<file path="src/rtl/paritychk_rx_if.sv">
//------------------------------------------------------------------------------
// paritychk_rx_if : serial-in / parallel-out bundle for the parity checker.
// Rev 1.0 - initial release
//------------------------------------------------------------------------------
`default_nettype none

interface paritychk_rx_if #(
   parameter int DATA_W = 4,
   parameter int CNT_W  = 8
);
   logic              start;
   logic              din;
   logic              din_valid;
   logic [DATA_W-1:0] data_out;
   logic              valid;
   logic              par_err;
   logic              busy;
   logic [CNT_W-1:0]  err_cnt;

   modport master (
      output start, din, din_valid,
      input  data_out, valid, par_err, busy, err_cnt
   );

   modport slave (
      input  start, din, din_valid,
      output data_out, valid, par_err, busy, err_cnt
   );
endinterface

`default_nettype wire

</file>
<file path="src/rtl/paritychk_rx.sv">
//------------------------------------------------------------------------------
// paritychk_rx : serial even-parity frame receiver, MSB first, parallel output.
// Optional saturating bad-frame counter enabled by macro PARITYCHK_ERR_CNT_EN.
// Rev 1.0 - initial release
//------------------------------------------------------------------------------
`default_nettype none

module paritychk_rx #(
   parameter int DATA_W = 4,
   parameter int CNT_W  = 8
) (
   input wire logic        clk,
   input wire logic        rst,
   paritychk_rx_if.slave   bus
);
   localparam int BCNT_W = $clog2(DATA_W + 1);

   typedef enum logic [1:0] {
      S_IDLE   = 2'd0,
      S_DATA   = 2'd1,
      S_PARITY = 2'd2
   } state_t;

   state_t              r_state;
   logic [DATA_W-1:0]   r_shreg;
   logic [BCNT_W-1:0]   r_bit_cnt;
   logic [DATA_W-1:0]   r_data_out;
   logic                r_valid;
   logic                r_par_err;
   logic                r_busy;

   logic [DATA_W-1:0]   w_shreg_next;
   logic                w_frame_done;
   logic                w_frame_bad;

   // A one-bit frame has nothing to shift along, so the slice is special-cased.
   generate
      if (DATA_W == 1) begin : g_shift_1
         assign w_shreg_next = bus.din;
      end else begin : g_shift_n
         assign w_shreg_next = {r_shreg[DATA_W-2:0], bus.din};
      end
   endgenerate

   assign w_frame_done = (r_state == S_PARITY) && bus.din_valid;
   assign w_frame_bad  = ^{r_shreg, bus.din};

   always_ff @(posedge clk or posedge rst) begin
      if (rst) begin
         r_state    <= S_IDLE;
         r_shreg    <= '0;
         r_bit_cnt  <= '0;
         r_data_out <= '0;
         r_valid    <= 1'b0;
         r_par_err  <= 1'b0;
         r_busy     <= 1'b0;
      end else begin
         r_valid <= 1'b0;
         case (r_state)
            S_IDLE: begin
               if (bus.start) begin
                  r_state   <= S_DATA;
                  r_bit_cnt <= '0;
                  r_busy    <= 1'b1;
               end
            end
            S_DATA: begin
               if (bus.din_valid) begin
                  r_shreg   <= w_shreg_next;
                  r_bit_cnt <= r_bit_cnt + 1'b1;
                  if (r_bit_cnt == BCNT_W'(DATA_W - 1)) begin
                     r_state <= S_PARITY;
                  end
               end
            end
            S_PARITY: begin
               if (bus.din_valid) begin
                  r_data_out <= r_shreg;
                  r_par_err  <= w_frame_bad;
                  r_valid    <= 1'b1;
                  r_busy     <= 1'b0;
                  r_state    <= S_IDLE;
               end
            end
            default: begin
               r_state <= S_IDLE;
               r_busy  <= 1'b0;
            end
         endcase
      end
   end

`ifdef PARITYCHK_ERR_CNT_EN
   logic [CNT_W-1:0] r_err_cnt;

   // Updated on the same edge as par_err so the count is current during valid.
   always_ff @(posedge clk or posedge rst) begin
      if (rst) begin
         r_err_cnt <= '0;
      end else if (w_frame_done && w_frame_bad && (r_err_cnt != {CNT_W{1'b1}})) begin
         r_err_cnt <= r_err_cnt + 1'b1;
      end
   end

   assign bus.err_cnt = r_err_cnt;
`else
   assign bus.err_cnt = '0;
`endif

   assign bus.data_out = r_data_out;
   assign bus.valid    = r_valid;
   assign bus.par_err  = r_par_err;
   assign bus.busy     = r_busy;

endmodule

`default_nettype wire

</file>
<file path="src/flat_wrapper.sv">
// flat-port wrapper written by rule: the top's interface ports become plain ports
module paritychk_rx_flat 
#(
   parameter int DATA_W = 4,
   parameter int CNT_W  = 8
)
  (clk, rst, bus_start, bus_din, bus_din_valid, bus_data_out, bus_valid, bus_par_err, bus_busy, bus_err_cnt);
  paritychk_rx_if #(.DATA_W(DATA_W), .CNT_W(CNT_W)) bus_i ();
  input wire logic clk;
  input wire logic rst;
  input wire logic [$bits(bus_i.start)-1:0] bus_start;
  input wire logic [$bits(bus_i.din)-1:0] bus_din;
  input wire logic [$bits(bus_i.din_valid)-1:0] bus_din_valid;
  output wire logic [$bits(bus_i.data_out)-1:0] bus_data_out;
  output wire logic [$bits(bus_i.valid)-1:0] bus_valid;
  output wire logic [$bits(bus_i.par_err)-1:0] bus_par_err;
  output wire logic [$bits(bus_i.busy)-1:0] bus_busy;
  output wire logic [$bits(bus_i.err_cnt)-1:0] bus_err_cnt;
  assign bus_i.start = bus_start;
  assign bus_i.din = bus_din;
  assign bus_i.din_valid = bus_din_valid;
  assign bus_data_out = bus_i.data_out;
  assign bus_valid = bus_i.valid;
  assign bus_par_err = bus_i.par_err;
  assign bus_busy = bus_i.busy;
  assign bus_err_cnt = bus_i.err_cnt;
  paritychk_rx #(.DATA_W(DATA_W), .CNT_W(CNT_W)) u_core (.clk(clk), .rst(rst), .bus(bus_i));
endmodule
</file>
<file path="config.mk">
export PLATFORM = sky130hd
export DESIGN_NAME = paritychk_rx_flat
export DESIGN_NICKNAME = d
export VERILOG_FILES = /design/src/rtl/paritychk_rx_if.sv /design/src/rtl/paritychk_rx.sv /design/src/flat_wrapper.sv
export SDC_FILE = /design/constraint.sdc
export NUM_CORES = 1
export LEC_CHECK = 0
export CAP_MARGIN = 0
export CELL_PAD_IN_SITES_DETAIL_PLACEMENT = 0
export CELL_PAD_IN_SITES_GLOBAL_PLACEMENT = 1
export CORE_MARGIN = 4
export CORE_UTILIZATION = 40
export DETAILED_ROUTE_END_ITERATION = 10
export GPL_TIMING_DRIVEN = 1
export PLACE_DENSITY_LB_ADDON = 0.1
export SETUP_SLACK_MARGIN = 0.3
export SYNTH_ARGS = -nofsm -noshare
export SYNTH_HDL_FRONTEND = slang
export SYNTH_SLANG_ARGS = --single-unit
</file>
<file path="constraint.sdc">
create_clock -name clk -period 2.1 [get_ports clk]
set_input_delay 0.21 -clock clk [delete_from_list [all_inputs] [get_ports clk]]
set_output_delay 0.21 -clock clk [all_outputs]
set_load 0.1 [all_outputs]
</file>
Yosys cells after proc, flatten, opt, wreduce, memory -nomap -nowiden
Cells that the tools add are included.

operators by class
  bitwise operators = 1
  mux-type cells = 13
  add/subtract/negate cells = 1
  reductions and logical operators = 8
  equality and inequality tests = 7

operators with widths
  operator               count
  $mux W2                4
  $mux W3                2
  $ne A2 B2 Y1 const B   3
  $pmux W2 S3            1
  $pmux W3 S2            1
  $reduce_and A3 Y1      2
  $reduce_xor A5 Y1      1
  $mux W1                4
  $reduce_and A2 Y1      2
  $reduce_and A4 Y1      1
  $add A3 B1 Y3 const B  1
  $eq A3 B2 Y1 const B   1
  $pmux W1 S3            1
  $eq A2 B1 Y1 const B   1
  $eq A2 B2 Y1 const B   1
  $logic_not A2 Y1       1
  $ne A2 B1 Y1 const B   1
  $reduce_bool A2 Y1     1
  $not A1 Y1             1

word-level totals
  output and inout bits = 15
  input port bits = 5
  register bits after elaboration = 16

Logic depth before layout (Yosys ltp)
  word-level depth = 4
  depth in mapped cells = 4
  mapped depth without buffers = 4

Least setup slack after synthesis
Ideal clock, no wire load.

  path type = register -> register
  start point = reg, netlist name u_core.bus.data_out[0]
  end point = reg u_core.r_data_out[0], in the netlist u_core.bus.data_out[0]
  arrival = 1.123 ns
  slack = 0.851 ns
  setup time = 0.125 ns
  stages on the path, launching flop included = 2
  path buffers = 0
  cells stage by stage = dfrtp_1 > mux2_4

RTL lines
  element               line                RTL
  to (signal assigned)  paritychk_rx.sv:78  r_data_out <= r_shreg;
  to (decl)             paritychk_rx.sv:27  logic [DATA_W-1:0] r_data_out;

Final worst setup path
  start point = in bus_din_valid
  end point = reg u_core.r_shreg[0]

between the ends
  longest elaborated chain between the ends = 1

RTL lines
  element                             line                RTL
  from (decl)                         flat_wrapper.sv:13  input wire logic [$bits(bus_i.din_valid)-1:0] bus_din_valid;
  $reduce_and A2 Y1 (no source line)  n/a
  to (signal assigned)                paritychk_rx.sv:69  r_shreg <= w_shreg_next;
  to (decl)                           paritychk_rx.sv:25  logic [DATA_W-1:0] r_shreg;

Every way passes these cells.
A chain may end at the register's enable or synchronous reset.

==> out/qor.yml <==
slew_viol_final: 0
synth_edf_count: 0
worstMarginPinSlew_ns: 0.626
syn_inst: 64
utilization_pct: 47.1
cts.sink_count: 16
syn2layout_area_growth_pct: 12.0
diodes: 0
grt_pass1_vias: 463
synth.area.top_cells: "dfrtp_1, mux2_4, buf_4, a22o_1, mux2_2"
cellPowerDensity_nw_per_um2: 1520
leakage_uw: 0.000488
fin_area_um2: 923
synth_compound_area_share_pct: 8.95
io_buffers: 11
track_usage_pct: 10.5
finalHoldViolCount: 0
cts_buffers: 3
place.gp.congestion: 0.667
hp-class: "in -> async"
yosysSeqAreaShare_pct: 48.6
cp-end-kind: "flop"
dp_hpwl_um: 900
fmaxAchievable_ghz: 0.733
die_height_um: 53.4
period_minus_slack_ns: 1.36
setup_tns_ns: 0
stdcell_count: 102
htreeDepth: 1
synthXorXnorAreaFrac_pct: 4.86
period_share_pct: 65.0
die-area_um2: 2850
final_cell_mix: "dfrtp_1, conb_1, buf_4, a22o_1, mux2_4"
grt_overflow_total: 0
placed_cell_area_um2: 901
synth_cell_types: 24
insertion_delay_ns: 0.27
setup_viol: 0
ys_warn_count: 0
relSlewSlack_pct: 58.2
routed_wl_mm: 1.23
grt_max_degree: 17
drtAntennaViolNets: 0
path_class: "in -> reg"
firstDrtPassIters: 2
postCtsSetupBuffers: 0
syn_area_um2: 825
synth_top_cell_by_area: "dfrtp_1"
cp_data_arrival_time_ns: 1.53
skew_ns: 0.000521
critPathRequiredTime_ns: 2.26
row_count: 16
post-place-cells: 99
ys_seq_elements: 16
syn-mean-instance-area_um2: 12.9
layout.nets: 84
viasPerCell: 4.58
antenna_found_initial: 0
pin_count: 20
drive_above_1_share_pct: 28.0
die_width_um: 53.4
yosys.area_share.simple_pct: 8.65
rsz0062_at_grt: "no"
cts_resized: 0
coreArea_um2: 1960
clockBufferDepth: 2
status: "finished, final reports clean"
synth_mux_area_share_pct: 14.4
root_buffer: "clkbuf_4"
routedWlPerCell_um: 12.0
cts_tree: "built"
vdd_drop_max_mv: 0.641
drt_iter0_markers: 5
cap_viol_max_count: 0
start_util_pct: 42.0
vias: 467
ctsHoldBuffers: 0
synth_fa_ha_area_share_pct: 3.03
clk_pin_slew_worst_paths_ns: 0.08
mostFrequentLayoutCell: "dfrtp_1"
synthArstFlopShare_pct: 100
critPathLaunchType: "input port"
synth_top_area_share_pct: 48.6
num-fill-cells: 212
synth_top_family_by_area: "multiplexers"
synthFlopType: "dfrtp_1"
grt_pass1_wl_mm: 2.06
critPathMaxFanout: 9
route.detailed.drc: 0
worst paths after layout:
path | start | endpoint | slack (ns) | cells after the start
max reg2reg | u_core.r_bit_cnt[0] | u_core.r_bit_cnt[2] | 0.84 | 4
min reg2reg | u_core.bus.par_err | u_core.bus.par_err | 0.51 | 2
max in group asynchronous | rst | u_core.r_bit_cnt[2] | 1.39 | 2
min | rst | u_core.bus.data_out[2] | 0.31 | 2
max | bus_din_valid | u_core.r_shreg[0] | 0.74 | 4
min in group clk | u_core.bus.par_err | u_core.bus.par_err | 0.51 | 2
cell families (layout without fill, tap and decap cells):
family,Yosys count,count (layout)
AO/OA/AOI/OAI,10,10
XOR/XNOR,3,3
adder cells (fa/ha/maj),2,2
buffers and inverters,14,18
flip-flops,16,16
multiplexers,9,9
other,1,8
AND/OR/NAND/NOR,9,9
state kept, by name, indices dropped and copies added, names as in the netlist:
register             flops
u_core.r_bit_cnt         3
u_core.r_shreg           4
u_core.bus.busy          1
u_core.bus.valid         1
u_core.bus.data_out      4
u_core.bus.par_err       1
u_core.r_state           2
critical path: stages:
cell and delay, ns:
clkdlybuf4s50_1 0.68, nor2b_4 0.23, nand2_2 0.10, mux2_4 0.31
power by group:
| part | internal, uW | total, uW | switching, uW |
|---|---|---|---|
| clock | 66.3 | 151 | 85.1 |
| combinational | 283 | 727 | 445 |
| sequential | 416 | 523 | 107 |
| total | 765 | 1400 | 637 |
final cells by class:
cell class	instances	area, um^2	share of cell area [%]
Multi-Input combinational cell	41	359	38.9
Clock buffer	3	22.5	2.44
Tap cell	27	33.8	3.66
Sequential cell	16	400	43.4
Timing Repair Buffer	11	92.6	10.0
Inverter	4	15.0	1.63
per-stage QoR:
stage / hold slack (ns) / power [uW] / setup WS [ns]
2_1_floorplan: 0.124 / 1150 / 0.851
3_3_place_gp: 0.466 / 1260 / 0.462
3_5_place_dp: 0.492 / 1260 / 0.438
4_1_cts: 0.317 / 1420 / 0.738
5_1_grt: 0.369 / 1490 / 0.670
6_report: 0.308 / 1400 / 0.736
metal layers:
metal  vias up  share of wire, %  global-route usage (%)
met5         -                 0                       0
met4         0               1.1                    6.38
met3         2               6.7                    2.54
met2        13                44                    15.3
met1       226                48                    13.9
li1        226                 -                       -
synthesized netlist by cell type (2+ instances only):
cell	instances
ha_1	2
inv_1	4
o21ai_0	2
mux2_2	3
mux2_4	5
xnor2_1	2
a22o_1	5
dfrtp_1	16
buf_4	8
o22ai_1	2
nand2b_1	2
Note: power is estimated with default switching activity, not from simulation.
